**config.mk**
```make
export PLATFORM = sky130hd
export DESIGN_NAME = spi_read_ctrl_flat
export DESIGN_NICKNAME = d
export VERILOG_FILES = /design/src/rtl/spi_read_ctrl_if.sv /design/src/rtl/spi_read_ctrl.sv /design/src/flat_wrapper.sv
export SDC_FILE = /design/constraint.sdc
export NUM_CORES = 1
export LEC_CHECK = 0
export CAP_MARGIN = 20
export CELL_PAD_IN_SITES_DETAIL_PLACEMENT = 1
export CELL_PAD_IN_SITES_GLOBAL_PLACEMENT = 2
export CORE_MARGIN = 2
export CORE_UTILIZATION = 39
export CTS_CLUSTER_SIZE = 25
export DETAILED_ROUTE_END_ITERATION = 8
export PLACE_DENSITY = 0.9
export SLEW_MARGIN = 20
export SYNTH_ARGS = -nofsm -noshare
export SYNTH_HDL_FRONTEND = slang
export SYNTH_SLANG_ARGS = --single-unit
```
**constraint.sdc**
```tcl
create_clock -name clk -period 4.62 [get_ports clk]
set_clock_uncertainty 0.2 [all_clocks]
set_input_delay 0.693 -clock clk [delete_from_list [all_inputs] [get_ports clk]]
set_output_delay 0.693 -clock clk [all_outputs]
set_load 0.05 [all_outputs]
```
**src/rtl/spi_read_ctrl_if.sv**
```systemverilog
// Host-side bus of the SPI flash read controller: request/address/length in,
// status and received bytes out.
interface spi_read_ctrl_if;
  logic        req;
  logic [23:0] addr;
  logic [7:0]  len;
  logic        busy;
  logic [7:0]  rdata;
  logic        rvalid;
  logic        done;

  modport master (output req, addr, len, input busy, rdata, rvalid, done);
  modport slave  (input req, addr, len, output busy, rdata, rvalid, done);
endinterface

```
**src/rtl/spi_read_ctrl.sv**
```systemverilog
// SPI mode-0 flash read controller: sends {0x03, addr} then streams len bytes
// (0 means 256) back to the host, one rvalid pulse per byte and a done pulse at the end.
module spi_read_ctrl #(
  parameter int unsigned CLK_DIV = 2,
  parameter int unsigned CS_GAP  = 4
) (
  input  logic           clk,
  input  logic           rst_n,
  spi_read_ctrl_if.slave host,
  output logic           SCK,
  output logic           CSbar,
  output logic           MOSI,
  input  logic           MISO
);
  localparam logic [7:0] DivLast = 8'(CLK_DIV - 1);
  localparam logic [7:0] GapLast = 8'(CS_GAP - 1);

  typedef enum logic [2:0] {StIdle, StSetup, StCmd, StData, StHold, StGap} state_e;

  state_e      state_q, state_d;
  logic [1:0]  rst_sync_q;
  logic [7:0]  div_q, div_d;
  logic [11:0] bit_q, bit_d;
  logic [11:0] total_q, total_d;
  logic [31:0] cmd_q, cmd_d;
  logic [7:0]  sh_q, sh_d;
  logic [7:0]  rdata_q, rdata_d;
  logic        rvalid_q, rvalid_d;
  logic        done_q, done_d;
  logic        busy_q, busy_d;
  logic        sck_q, sck_d;
  logic        csb_q, csb_d;
  logic        mosi_q, mosi_d;
  logic        div_last;
  logic [31:0] frame;

  assign div_last = (div_q == DivLast);
  assign frame    = {8'h03, host.addr};

  // Reset release is synchronised; the FSM may not accept a request until it propagates.
  always_ff @(posedge clk or negedge rst_n) begin
    if (!rst_n) rst_sync_q <= 2'b00;
    else        rst_sync_q <= {rst_sync_q[0], 1'b1};
  end

  always_comb begin
    state_d  = state_q;
    div_d    = div_q;
    bit_d    = bit_q;
    total_d  = total_q;
    cmd_d    = cmd_q;
    sh_d     = sh_q;
    rdata_d  = rdata_q;
    rvalid_d = 1'b0;
    done_d   = 1'b0;
    busy_d   = busy_q;
    sck_d    = sck_q;
    csb_d    = csb_q;
    mosi_d   = mosi_q;
    case (state_q)
      StIdle: begin
        div_d = 8'd0;
        bit_d = 12'd0;
        if (host.req && rst_sync_q[1]) begin
          state_d = StSetup;
          busy_d  = 1'b1;
          csb_d   = 1'b0;
          cmd_d   = frame;
          mosi_d  = frame[31];
          total_d = (host.len == 8'd0) ? 12'h800 : {1'b0, host.len, 3'b000};
        end
      end
      StSetup: begin
        div_d = div_q + 8'd1;
        if (div_last) begin
          div_d   = 8'd0;
          sck_d   = 1'b1;
          state_d = StCmd;
        end
      end
      StCmd: begin
        div_d = div_q + 8'd1;
        if (div_last) begin
          div_d = 8'd0;
          sck_d = ~sck_q;
          if (sck_q) begin
            // Falling edge: present the next frame bit, or park MOSI low after bit 0.
            bit_d  = bit_q + 12'd1;
            cmd_d  = {cmd_q[30:0], 1'b0};
            mosi_d = cmd_q[30];
            if (bit_q == 12'd31) begin
              mosi_d  = 1'b0;
              bit_d   = 12'd0;
              state_d = StData;
            end
          end
        end
      end
      StData: begin
        div_d = div_q + 8'd1;
        if (div_last) begin
          div_d = 8'd0;
          sck_d = ~sck_q;
          if (!sck_q) begin
            sh_d  = {sh_q[6:0], MISO};
            bit_d = bit_q + 12'd1;
            if (bit_q[2:0] == 3'd7) begin
              rdata_d  = {sh_q[6:0], MISO};
              rvalid_d = 1'b1;
            end
          end else if (bit_q == total_q) begin
            bit_d   = 12'd0;
            state_d = StHold;
          end
        end
      end
      StHold: begin
        div_d = div_q + 8'd1;
        if (div_last) begin
          div_d   = 8'd0;
          csb_d   = 1'b1;
          done_d  = 1'b1;
          state_d = StGap;
        end
      end
      StGap: begin
        div_d = div_q + 8'd1;
        if (div_q == GapLast) begin
          div_d   = 8'd0;
          busy_d  = 1'b0;
          state_d = StIdle;
        end
      end
      default: begin
        state_d = StIdle;
        div_d   = 8'd0;
        bit_d   = 12'd0;
        busy_d  = 1'b0;
        sck_d   = 1'b0;
        csb_d   = 1'b1;
        mosi_d  = 1'b0;
      end
    endcase
  end

  always_ff @(posedge clk or negedge rst_n) begin
    if (!rst_n) begin
      state_q  <= StIdle;
      div_q    <= 8'd0;
      bit_q    <= 12'd0;
      total_q  <= 12'd0;
      cmd_q    <= 32'd0;
      sh_q     <= 8'd0;
      rdata_q  <= 8'd0;
      rvalid_q <= 1'b0;
      done_q   <= 1'b0;
      busy_q   <= 1'b0;
      sck_q    <= 1'b0;
      csb_q    <= 1'b1;
      mosi_q   <= 1'b0;
    end else begin
      state_q  <= state_d;
      div_q    <= div_d;
      bit_q    <= bit_d;
      total_q  <= total_d;
      cmd_q    <= cmd_d;
      sh_q     <= sh_d;
      rdata_q  <= rdata_d;
      rvalid_q <= rvalid_d;
      done_q   <= done_d;
      busy_q   <= busy_d;
      sck_q    <= sck_d;
      csb_q    <= csb_d;
      mosi_q   <= mosi_d;
    end
  end

  assign host.busy   = busy_q;
  assign host.rdata  = rdata_q;
  assign host.rvalid = rvalid_q;
  assign host.done   = done_q;
  assign SCK         = sck_q;
  assign CSbar       = csb_q;
  assign MOSI        = mosi_q;
endmodule

```
**src/flat_wrapper.sv**
```systemverilog
// flat-port wrapper written by rule: the top's interface ports become plain ports
module spi_read_ctrl_flat 
#(
  parameter int unsigned CLK_DIV = 2,
  parameter int unsigned CS_GAP  = 4
)
  (clk, rst_n, SCK, CSbar, MOSI, MISO, host_req, host_addr, host_len, host_busy, host_rdata, host_rvalid, host_done);
  spi_read_ctrl_if host_i ();
  input  logic clk;
  input  logic rst_n;
  output logic SCK;
  output logic CSbar;
  output logic MOSI;
  input  logic MISO;
  input wire logic [$bits(host_i.req)-1:0] host_req;
  input wire logic [$bits(host_i.addr)-1:0] host_addr;
  input wire logic [$bits(host_i.len)-1:0] host_len;
  output wire logic [$bits(host_i.busy)-1:0] host_busy;
  output wire logic [$bits(host_i.rdata)-1:0] host_rdata;
  output wire logic [$bits(host_i.rvalid)-1:0] host_rvalid;
  output wire logic [$bits(host_i.done)-1:0] host_done;
  assign host_i.req = host_req;
  assign host_i.addr = host_addr;
  assign host_i.len = host_len;
  assign host_busy = host_i.busy;
  assign host_rdata = host_i.rdata;
  assign host_rvalid = host_i.rvalid;
  assign host_done = host_i.done;
  spi_read_ctrl #(.CLK_DIV(CLK_DIV), .CS_GAP(CS_GAP)) u_core (.clk(clk), .rst_n(rst_n), .host(host_i), .SCK(SCK), .CSbar(CSbar), .MOSI(MOSI), .MISO(MISO));
endmodule
```
==> impl_metrics.yaml, run 1 <==
clocking:
  cts_tree: "built"
  numCtsBuffers: 9
  ctsHtreeMaxLevel: 3
  cts.reportedPaths.clkPinSlew_ns: 0.10
  clock_latency_ns: 0.36
  cts_hold_buf: 0
  clockBufferDepth: 2
  root_buffer: "clkbuf_8"
  cts_sinks: 86
  cts_setup_buffers: 0
  ctsResizeCount: 0
synthesis:
  synth_compound_area_share_pct: 11.9
  synth_top_family_by_area: "simple AND/OR/NAND/NOR gates"
  async_reset_ff_share_pct: 100
  synth_xor_area_share_pct: 3.19
  syn-cell-area_um2: 4110
  syn_nets: 428
  yosys_warnings: 0
  ys.flop_type: "dfrtp_1"
  synth_cell_types: 51
  syn_inst: 387
  synth_edf_count: 0
  syn_avg_cell_area_um2: 10.6
  ys_seq_area_share_pct: 52.4
  muxShareOfSynthArea_pct: 12.9
  synthAdderAreaFrac_pct: 1.52
  yosys.area_share.simple_pct: 13.8
  synth-seq-cells: 86
timing:
  rsz0062_at_grt: "no"
  slew_violations: 0
  clock.fmax_ghz: 0.352
  period_minus_slack_ns: 2.84
  holdWs_ns: 0.136
  setup-violations-final: 0
  hold_viol: 0
  worstMarginPinSlew_ns: 0.799
  tns_ns: 0
  fin_crit_sh_pct: 61.5
  slew_headroom_pct: 46.7
floorplan:
  initial_core_util_pct: 40.0
  core_area_um2: 10300
  fp.dieH_um: 107
  chipWidth_um: 107
  rows: 37
  fp.dieArea_um2: 11400
  io_pins: 50
drt:
  postRouteAntennaNets: 0
  avgViaCountPerCell: 5.38
  wl_um: 9180
  drt_iter0_markers: 161
  vias: 3066
  wl_per_cell_um: 16.1
  drt-pass1-iter-count: 4
  drc: 0
critical_path:
  worstSetupStartpointType: "flop"
  path_cells: "nor4bb_1, nand4_1, and2_1, buf_4, nand2_1, o21ai_0"
  worst-path-max-fanout: 46
  critPathArrivalTime_ns: 2.87
  slowest_delay_ns: 0.59
  cp_slowest_cell: "dfrtp_1"
  critPathRequiredTime_ns: 4.65
  end_kind: "flop"
  setup.worst_path.class: "reg -> reg"
global_routing:
  grt_pass1_vias: 3222
  grt.total_usage_pct: 17.5
  antenna_found_initial: 0
  grt_start_max_net_pins: 87
  grt_pass1_wl_um: 15900
  grt.overflow.total: 0
outcome:
  status: "finished, final reports clean"
min_path:
  hp-class: "in -> async"
cells_and_area:
  drive_gt1_share_pct: 11.3
  finalNonFillerCells: 570
  insertedDiodeCount: 0
  register_area_um2: 2150
  nFillCells: 1171
  finalNetCount: 470
  layout_commonest_cell: "dfrtp_1"
  area_growth_pct: 18.3
  final_cell_mix: "85 x dfrtp_1, 48 x clkdlybuf4s50_1, 43 x nand2_1"
  multi_input_area_um2: 1790
pwr:
  p_sw_mw: 1.05
  intPower_mw: 1.59
  vdd_drop_max_mv: 0.267
  power_frac_clock_pct: 19.1
  power.density_nw_per_um2: 542
  p_seq_share_pct: 43.5
  swShare_pct: 39.9
  p_leak_nw: 2.20
  power_frac_comb_pct: 37.4
run:
  drv_cap: 0
placed_design:
  io_buffers: 49
  dp.cells: 554
  dp_hpwl_um: 6270
  gp_congestion: 0.840
==> worst paths after layout <==
kind | start | endpoint | slack (ns) | depth (start not counted)
setup / recovery | u_core.state_q[0] | u_core.cmd_q[4] | 1.78 | 6
hold / removal | rst_n | u_core.bit_q[10] | 0.14 | 1
setup reg to reg | u_core.state_q[0] | u_core.cmd_q[4] | 1.78 | 6
hold reg to reg | u_core.rst_sync_q[0] | u_core.rst_sync_q[1] | 0.16 | 0
max in group asynchronous | rst_n | u_core.sh_q[4] | 3.49 | 1
min in group clk | u_core.rst_sync_q[0] | u_core.rst_sync_q[1] | 0.16 | 0
==> flip-flops by register name (all words and copies together), names as in the netlist, 2 cells and up <==
register and cells:
u_core.sh_q 7, u_core.state_q 3, u_core.rst_sync_q 2, u_core.total_q 9, u_core.cmd_q 31, u_core.host.rdata 8, u_core.bit_q 12, u_core.div_q 8
==> per-stage QoR <==
step	area [um2]	power (mW)	utilization, %	setup WS (ns)
after floorplan	4110	1.90	-	2.42
after global placement	4680	2.10	45.5	2.09
after detailed placement	4680	2.16	45.5	1.86
after CTS	4860	2.67	47.3	1.81
after global routing	4860	2.86	47.3	1.56
final	4860	2.64	47.3	1.78
==> kinds of logic (layout without fill, tap and decap cells) <==
family,after synthesis,in the layout
AOI/OAI and AO/OA,79,79
other,1,1
adders and majority gates,5,5
xor gates and xnor gates,15,15
and+or+nand+nor,114,114
buffers and inverters,37,84
DFF,86,86
muxes,50,50
==> synth_stat cells, types with 2 or more instances <==
| cell | number | area (um2) |
|---|---|---|
| buf_4 | 3 | 22.5 |
| mux2i_1 | 26 | 260 |
| nor2_1 | 18 | 67.6 |
| or4_1 | 2 | 15.0 |
| nand3_1 | 19 | 95.1 |
| mux2_2 | 24 | 270 |
| ha_1 | 5 | 62.6 |
| o21ai_0 | 34 | 170 |
| nor4_1 | 3 | 18.8 |
| dfrtp_1 | 85 | 2130 |
| nand4_1 | 6 | 37.5 |
| a31oi_1 | 12 | 75.1 |
| a21oi_1 | 10 | 50.1 |
| nor3_1 | 3 | 15.0 |
| or3_1 | 2 | 12.5 |
| xnor2_1 | 10 | 87.6 |
| a41oi_1 | 3 | 26.3 |
| o21ai_1 | 3 | 15.0 |
| nand2b_1 | 2 | 12.5 |
| clkbuf_1 | 8 | 30.0 |
| nand2_1 | 43 | 161 |
| and3_1 | 8 | 50.1 |
| inv_1 | 16 | 60.1 |
| xor2_1 | 5 | 43.8 |
| buf_2 | 8 | 40.0 |
| o41ai_1 | 3 | 26.3 |
| buf_6 | 2 | 22.5 |
==> cell type report <==
type	instances	area share [%]
flip-flops and latches	86	44.3
multi-input cells	264	36.7
clock inverters	6	1.08
inverters	16	1.23
repair buffers	52	10.6
well taps	136	3.50
clock buffers	10	2.62
==> worst max-delay path: cells and delay by family (launching register included) <==
family,cells,cell delay (ns)
DFF,1,0.59
AOI/OAI and AO/OA,1,0.09
and+or+nand+nor,4,1.57
buffers and inverters,1,0.25
==> power groups by stage <==
| stage | clock network [mW] | registers [mW] | logic [mW] |
|---|---|---|---|
| floorplan | 0 | 1.11 | 0.789 |
| global placement | 0 | 1.15 | 0.951 |
| detailed placement | 0 | 1.16 | 0.994 |
| finish | 0.504 | 1.15 | 0.985 |
| CTS | 0.520 | 1.15 | 0.999 |
| global route | 0.549 | 1.18 | 1.13 |
==> metal layers <==
metal / global-route usage, % / share of wire, % / vias to the layer above
met5: 0 / 0 / -
met4: 5.29 / 1.4 / 0
met3: 2.67 / 3.1 / 13
met2: 29.3 / 49 / 50
met1: 23.4 / 46 / 1541
li1: - / - / 1462
Power figures use the tool's default switching activity.
==> run 2, diff against run 1 <==
CORE_UTILIZATION = 33   (was 39)
PLACE_DENSITY = 0.81   (was 0.9)
clock period = 2.37 ns   (was 4.62 ns; I/O delays follow)
==> run 2 against run 1 <==
Critical path type unchanged. Die area increased by 17%. Highest routed layer unchanged. Largest cell class unchanged. Design area rose by 8.0%. Core utilization shrank 3.9 points. Clock power increased to 2.8 times the previous value. Register-to-register slack worse by 1.7 ns.
==> impl_metrics.yaml, run 2 (same netlist as run 1, synthesis figures left out) <==
outcome:
  status: "finished, final reports clean"
clocking:
  clock_latency_ns: 0.33
  root_buffer: "clkbuf_16"
  numCtsBuffers: 9
  cts_tree: "built"
  cts_sinks: 86
  clockBufferDepth: 2
  cts.reportedPaths.clkPinSlew_ns: 0.06
  ctsHtreeMaxLevel: 3
cells_and_area:
  final_cell_area_um2: 5260
  finalNonFillerCells: 625
  layout_commonest_cell: "dfrtp_1"
  nFillCells: 1383
  register_area_um2: 2150
  multi_input_area_um2: 1790
  top_register: "u_core.cmd_q"
  reg_top3: "u_core.cmd_q (31), u_core.bit_q (12), u_core.total_q (9)"
  final_cell_mix: "85 x dfrtp_1, 48 x clkdlybuf4s50_1, 43 x nand2_1"
  insertedDiodeCount: 0
  largest_reg_flops: 31
  utilization_pct: 43.4
  drive_gt1_share_pct: 16.0
  area_growth_pct: 27.8
  finalNetCount: 494
critical_path:
  critPathRequiredTime_ns: 2.39
  worstSetupStartpointType: "flop"
  end_kind: "flop"
  worst-path-max-fanout: 9
  setup.worst_path.class: "reg -> reg"
  critPathArrivalTime_ns: 2.31
pwr:
  intPower_mw: 3.76
  p_leak_nw: 2.38
  power_frac_comb_pct: 39.5
  power.density_nw_per_um2: 1110
  vdd_drop_max_mv: 0.627
  swShare_pct: 35.8
  power.total_mw: 5.86
  p_sw_mw: 2.10
  p_seq_share_pct: 36.8
  power_frac_clock_pct: 23.7
drt:
  drt-pass1-iter-count: 4
  avgViaCountPerCell: 5.01
  wl_per_cell_um: 15.3
  postRouteAntennaNets: 0
  drc: 0
  vias: 3130
  drt_iter0_markers: 127
  wl_um: 9560
placed_design:
  dp_slack_ns: 0.0798
  dp_hpwl_um: 6950
  placed_area_um2: 4920
  gp_congestion: 0.793
  io_buffers: 49
  dp.cells: 608
timing:
  hold_viol: 0
  setup-violations-final: 0
  worstMarginPinSlew_ns: 0.531
  fin_ws_ns: 0.0751
  slew_violations: 0
  clock.fmax_ghz: 0.436
  slew_headroom_pct: 64.3
  period_minus_slack_ns: 2.29
  fin_crit_sh_pct: 96.8
  rsz0062_at_grt: "yes"
global_routing:
  antenna_found_initial: 0
  grt_start_max_net_pins: 47
  grt_pass1_wl_um: 16400
  grt.total_usage_pct: 15.4
  grt_pass1_vias: 3392
  grt.overflow.total: 0
run:
  drv_cap: 0
floorplan:
  fp.dieH_um: 116
  rows: 40
  core_area_um2: 12100
  initial_core_util_pct: 34.0
  chipWidth_um: 116
  io_pins: 50
  fp.dieArea_um2: 13400
min_path:
  hp-class: "reg -> reg"
## run 2: area by class of cell
| type | instances | share of cell area (%) |
|---|---|---|
| sequential | 86 | 41.0 |
| clock buffer | 9 | 4.29 |
| clock inverter | 6 | 1.33 |
| inverter | 16 | 1.14 |
| tap | 168 | 4.00 |
| multi-input combinational | 264 | 34.1 |
| timing repair buffer | 76 | 14.1 |
## run 2: worst max-delay path, cell delays in order (launching register included)
cell     delay [ns]
dfrtp_1        0.44
or4_1          0.55
nor3_1         0.23
and4_1         0.23
buf_4          0.17
mux2_2         0.35
## run 2: power groups by stage
stage / sequential (mW) / combinational, mW / clock, mW
final: 2.15 / 2.32 / 1.39
after global routing: 2.21 / 2.60 / 1.49
after CTS: 2.16 / 2.28 / 1.43
after detailed placement: 2.18 / 2.26 / 0
after global placement: 2.16 / 2.18 / 0
after floorplan: 2.17 / 1.54 / 0
## run 2: per-stage QoR
stage | TNS [ns] | hold WS, ns
floorplan | 0 | -0.140
global placement | 0 | 0.0902
detailed placement | 0 | 0.0952
CTS | 0 | 0.162
global route | -0.301 | 0.163
finish | 0 | 0.159
## run 2: routing by layer
metal / GRT usage [%] / wire, um / up-vias
met5: 0 / 0 / -
li1: - / - / 1508
met3: 3.24 / 251 / 8
met1: 19.4 / 4330 / 1574
met4: 4.13 / 84 / 0
met2: 26.9 / 4890 / 40
## run 2: what timing repair did
action                                 CTS  global route
setup buffers                            0             1
endpoints found under the hold margin   24             0
setup endpoints to repair                0            47
hold buffers                             1             0
resized for setup                        0             1
## run 2: path summary, 6_finish.rpt
| path | startpoint | cells past startpoint | to | slack (ns) |
|---|---|---|---|---|
| max reg2reg | u_core.div_q[3] | 5 | u_core.host.rdata[4] | 0.08 |
| max in group asynchronous | rst_n | 3 | u_core.cmd_q[0] | 1.05 |
| min reg2reg | u_core.rst_sync_q[0] | 0 | u_core.rst_sync_q[1] | 0.16 |
| max | u_core.div_q[3] | 5 | u_core.host.rdata[4] | 0.08 |
| min in group asynchronous | rst_n | 2 | u_core.total_q[7] | 0.27 |
| min | u_core.rst_sync_q[0] | 0 | u_core.rst_sync_q[1] | 0.16 |
==> RTL edit: new RTL, settings of run 1 <==
Take the reset off `sh_q` and `rdata_q` and load them in a clocked block of their own.
--- a/src/rtl/spi_read_ctrl.sv
+++ b/src/rtl/spi_read_ctrl.sv
@@ -152,4 +152,2 @@
       cmd_q    <= 32'd0;
-      sh_q     <= 8'd0;
-      rdata_q  <= 8'd0;
       rvalid_q <= 1'b0;
@@ -166,4 +164,2 @@
       cmd_q    <= cmd_d;
-      sh_q     <= sh_d;
-      rdata_q  <= rdata_d;
       rvalid_q <= rvalid_d;
@@ -175,2 +171,7 @@
     end
+  end
+
+  always_ff @(posedge clk) begin
+    sh_q    <= sh_d;
+    rdata_q <= rdata_d;
   end
Function: no difference found for any inputs over 10 cycles, from zero or initial values and one cycle with rst_n low; that may be too few to reach the edited logic, so the function may still have changed.
==> RTL edit against run 1 <==
Count of clock-buffer cells in the layout shrank 1; die area shrank 1.7%; cell area shrank 0.85%; worst hold slack lost 0.0046 ns; synthesized cell count grew 1.3%; sequential cell count is the same; power shrank 4.5%; area after synthesis shrank 1.7%; sequential share of layout area grew 1.9 points; setup slack gained 0.041 ns; wire length grew 1.8%; combinational power shrank 20%.
==> RTL edit: results <==
[critical_path]
r2r.worst_path.cells = 5
worstPathArrival_ns = 1.91
rr_endpoint = "u_core.cmd_q[0]$_DFFE_PN0P_"
reg_to_reg_setup_timing_slack_ns = 1.90
cp_slowest_stage_delay_ns = 0.90
peak_fanout_along_the_critical_path = 11
timing.rr.start = "u_core.state_q[1]$_DFFE_PN0P_"

[place]
routabilityCongestion = 0.776
worst_slack_after_detailed_placement_ns = 1.61
hpwl_mm = 6.51
placement.cell_area_um2 = 4620

[power_and_ir_drop]
worst_ir_drop_vdd_uv = 226
power_leakage_nw = 2.07

[grt]
grt_usage_pct = 17.8
vias_in_the_first_global_route = 3194
grt_start_max_net_pins = 48
grt_first_pass_wirelength_mm = 15.6

[sta]
hold_ws_ns = 0.131
finalCritPeriodShare_pct = 60.6

[cells_and_area]
post_route_cells_drive_above_1_share_pct = 7.69
fill_cells = 1156

[yosys]
netlist_top_cells_area = "sky130_fd_sc_hd__dfrtp_1 (43%), sky130_fd_sc_hd__edfxtp_1 (11%), sky130_fd_sc_hd__nand2_1 (6.3%)"
post_synth_most_frequent_cells = "sky130_fd_sc_hd__dfrtp_1 (70), sky130_fd_sc_hd__nand2_1 (68), sky130_fd_sc_hd__o21ai_1 (31)"
async_flop_share_pct = 82.6
netlist-cell-type-count = 52
yosysSeqAreaShare_pct = 55.1
synth_edf_count = 15

[drt]
route.met2.wl_mm = 4.67
detail_route.vias_per_cell = 5.28
detailedRoute.firstIterationViolations = 99
routed_wirelength_mm = 9.35
met3RoutedLength_um = 281

[outcome]
status = "completed"
==> RTL edit: worst max-delay path by stage <==
| stage | from | to |
|---|---|---|
| global placement | host_req | u_core.cmd_q[11]$_DFFE_PN0P_ |
| global route | u_core.state_q[1]$_DFFE_PN0P_ | u_core.cmd_q[25]$_DFFE_PN0P_ |
| detailed placement | host_req | u_core.cmd_q[14]$_DFFE_PN0P_ |
| floorplan | u_core.div_q[3]$_DFF_PN0_ | u_core.host.rdata[0]$_DFFE_PP_ |
| finish | u_core.SCK$_DFFE_PN0P_ | SCK |
| CTS | u_core.SCK$_DFFE_PN0P_ | SCK |
==> RTL edit: power by group <==
| group | internal [mW] | leakage [nW] | switching [mW] |
|---|---|---|---|
| registers | 0.991 | 1.03 | 0.202 |
| clock network | 0.215 | 0.103 | 0.319 |
| logic | 0.321 | 0.936 | 0.469 |
| total | 1.53 | 2.07 | 0.989 |
==> RTL edit: cell type report <==
| type | instances | share of cell area (%) |
|---|---|---|
| Sequential cell | 86 | 46.2 |
| Clock inverter | 7 | 1.58 |
| Inverter | 12 | 0.934 |
| Clock buffer | 9 | 2.57 |
| Tap cell | 136 | 3.53 |
| Multi-Input combinational cell | 275 | 34.5 |
| Timing Repair Buffer | 53 | 10.7 |
==> RTL edit: kinds of logic after synthesis <==
group                    share of synthesized area (%)
AO/OA/AOI/OAI                                     12.8
multiplexers                                      6.22
AND/OR/NAND/NOR                                   17.3
buffers and inverters                             3.68
XOR/XNOR                                          3.25
other                                           0.0928
adder cells (fa/ha/maj)                           1.55
flip-flops                                        55.1
==> RTL edit: metal layers <==
layer	up-vias	global-route usage [%]
met5	-	0
met3	6	3.53
li1	1463	-
met1	1538	22.8
met2	45	30.0
met4	0	6.58
==> RTL edit: stage by stage <==
| stage | utilization, % | std cells |
|---|---|---|
| global route | 47.4 | 578 |
| finish | 47.4 | 578 |
| floorplan | - | 392 |
| global placement | 45.4 | 562 |
| CTS | 47.4 | 578 |
| detailed placement | 45.4 | 562 |
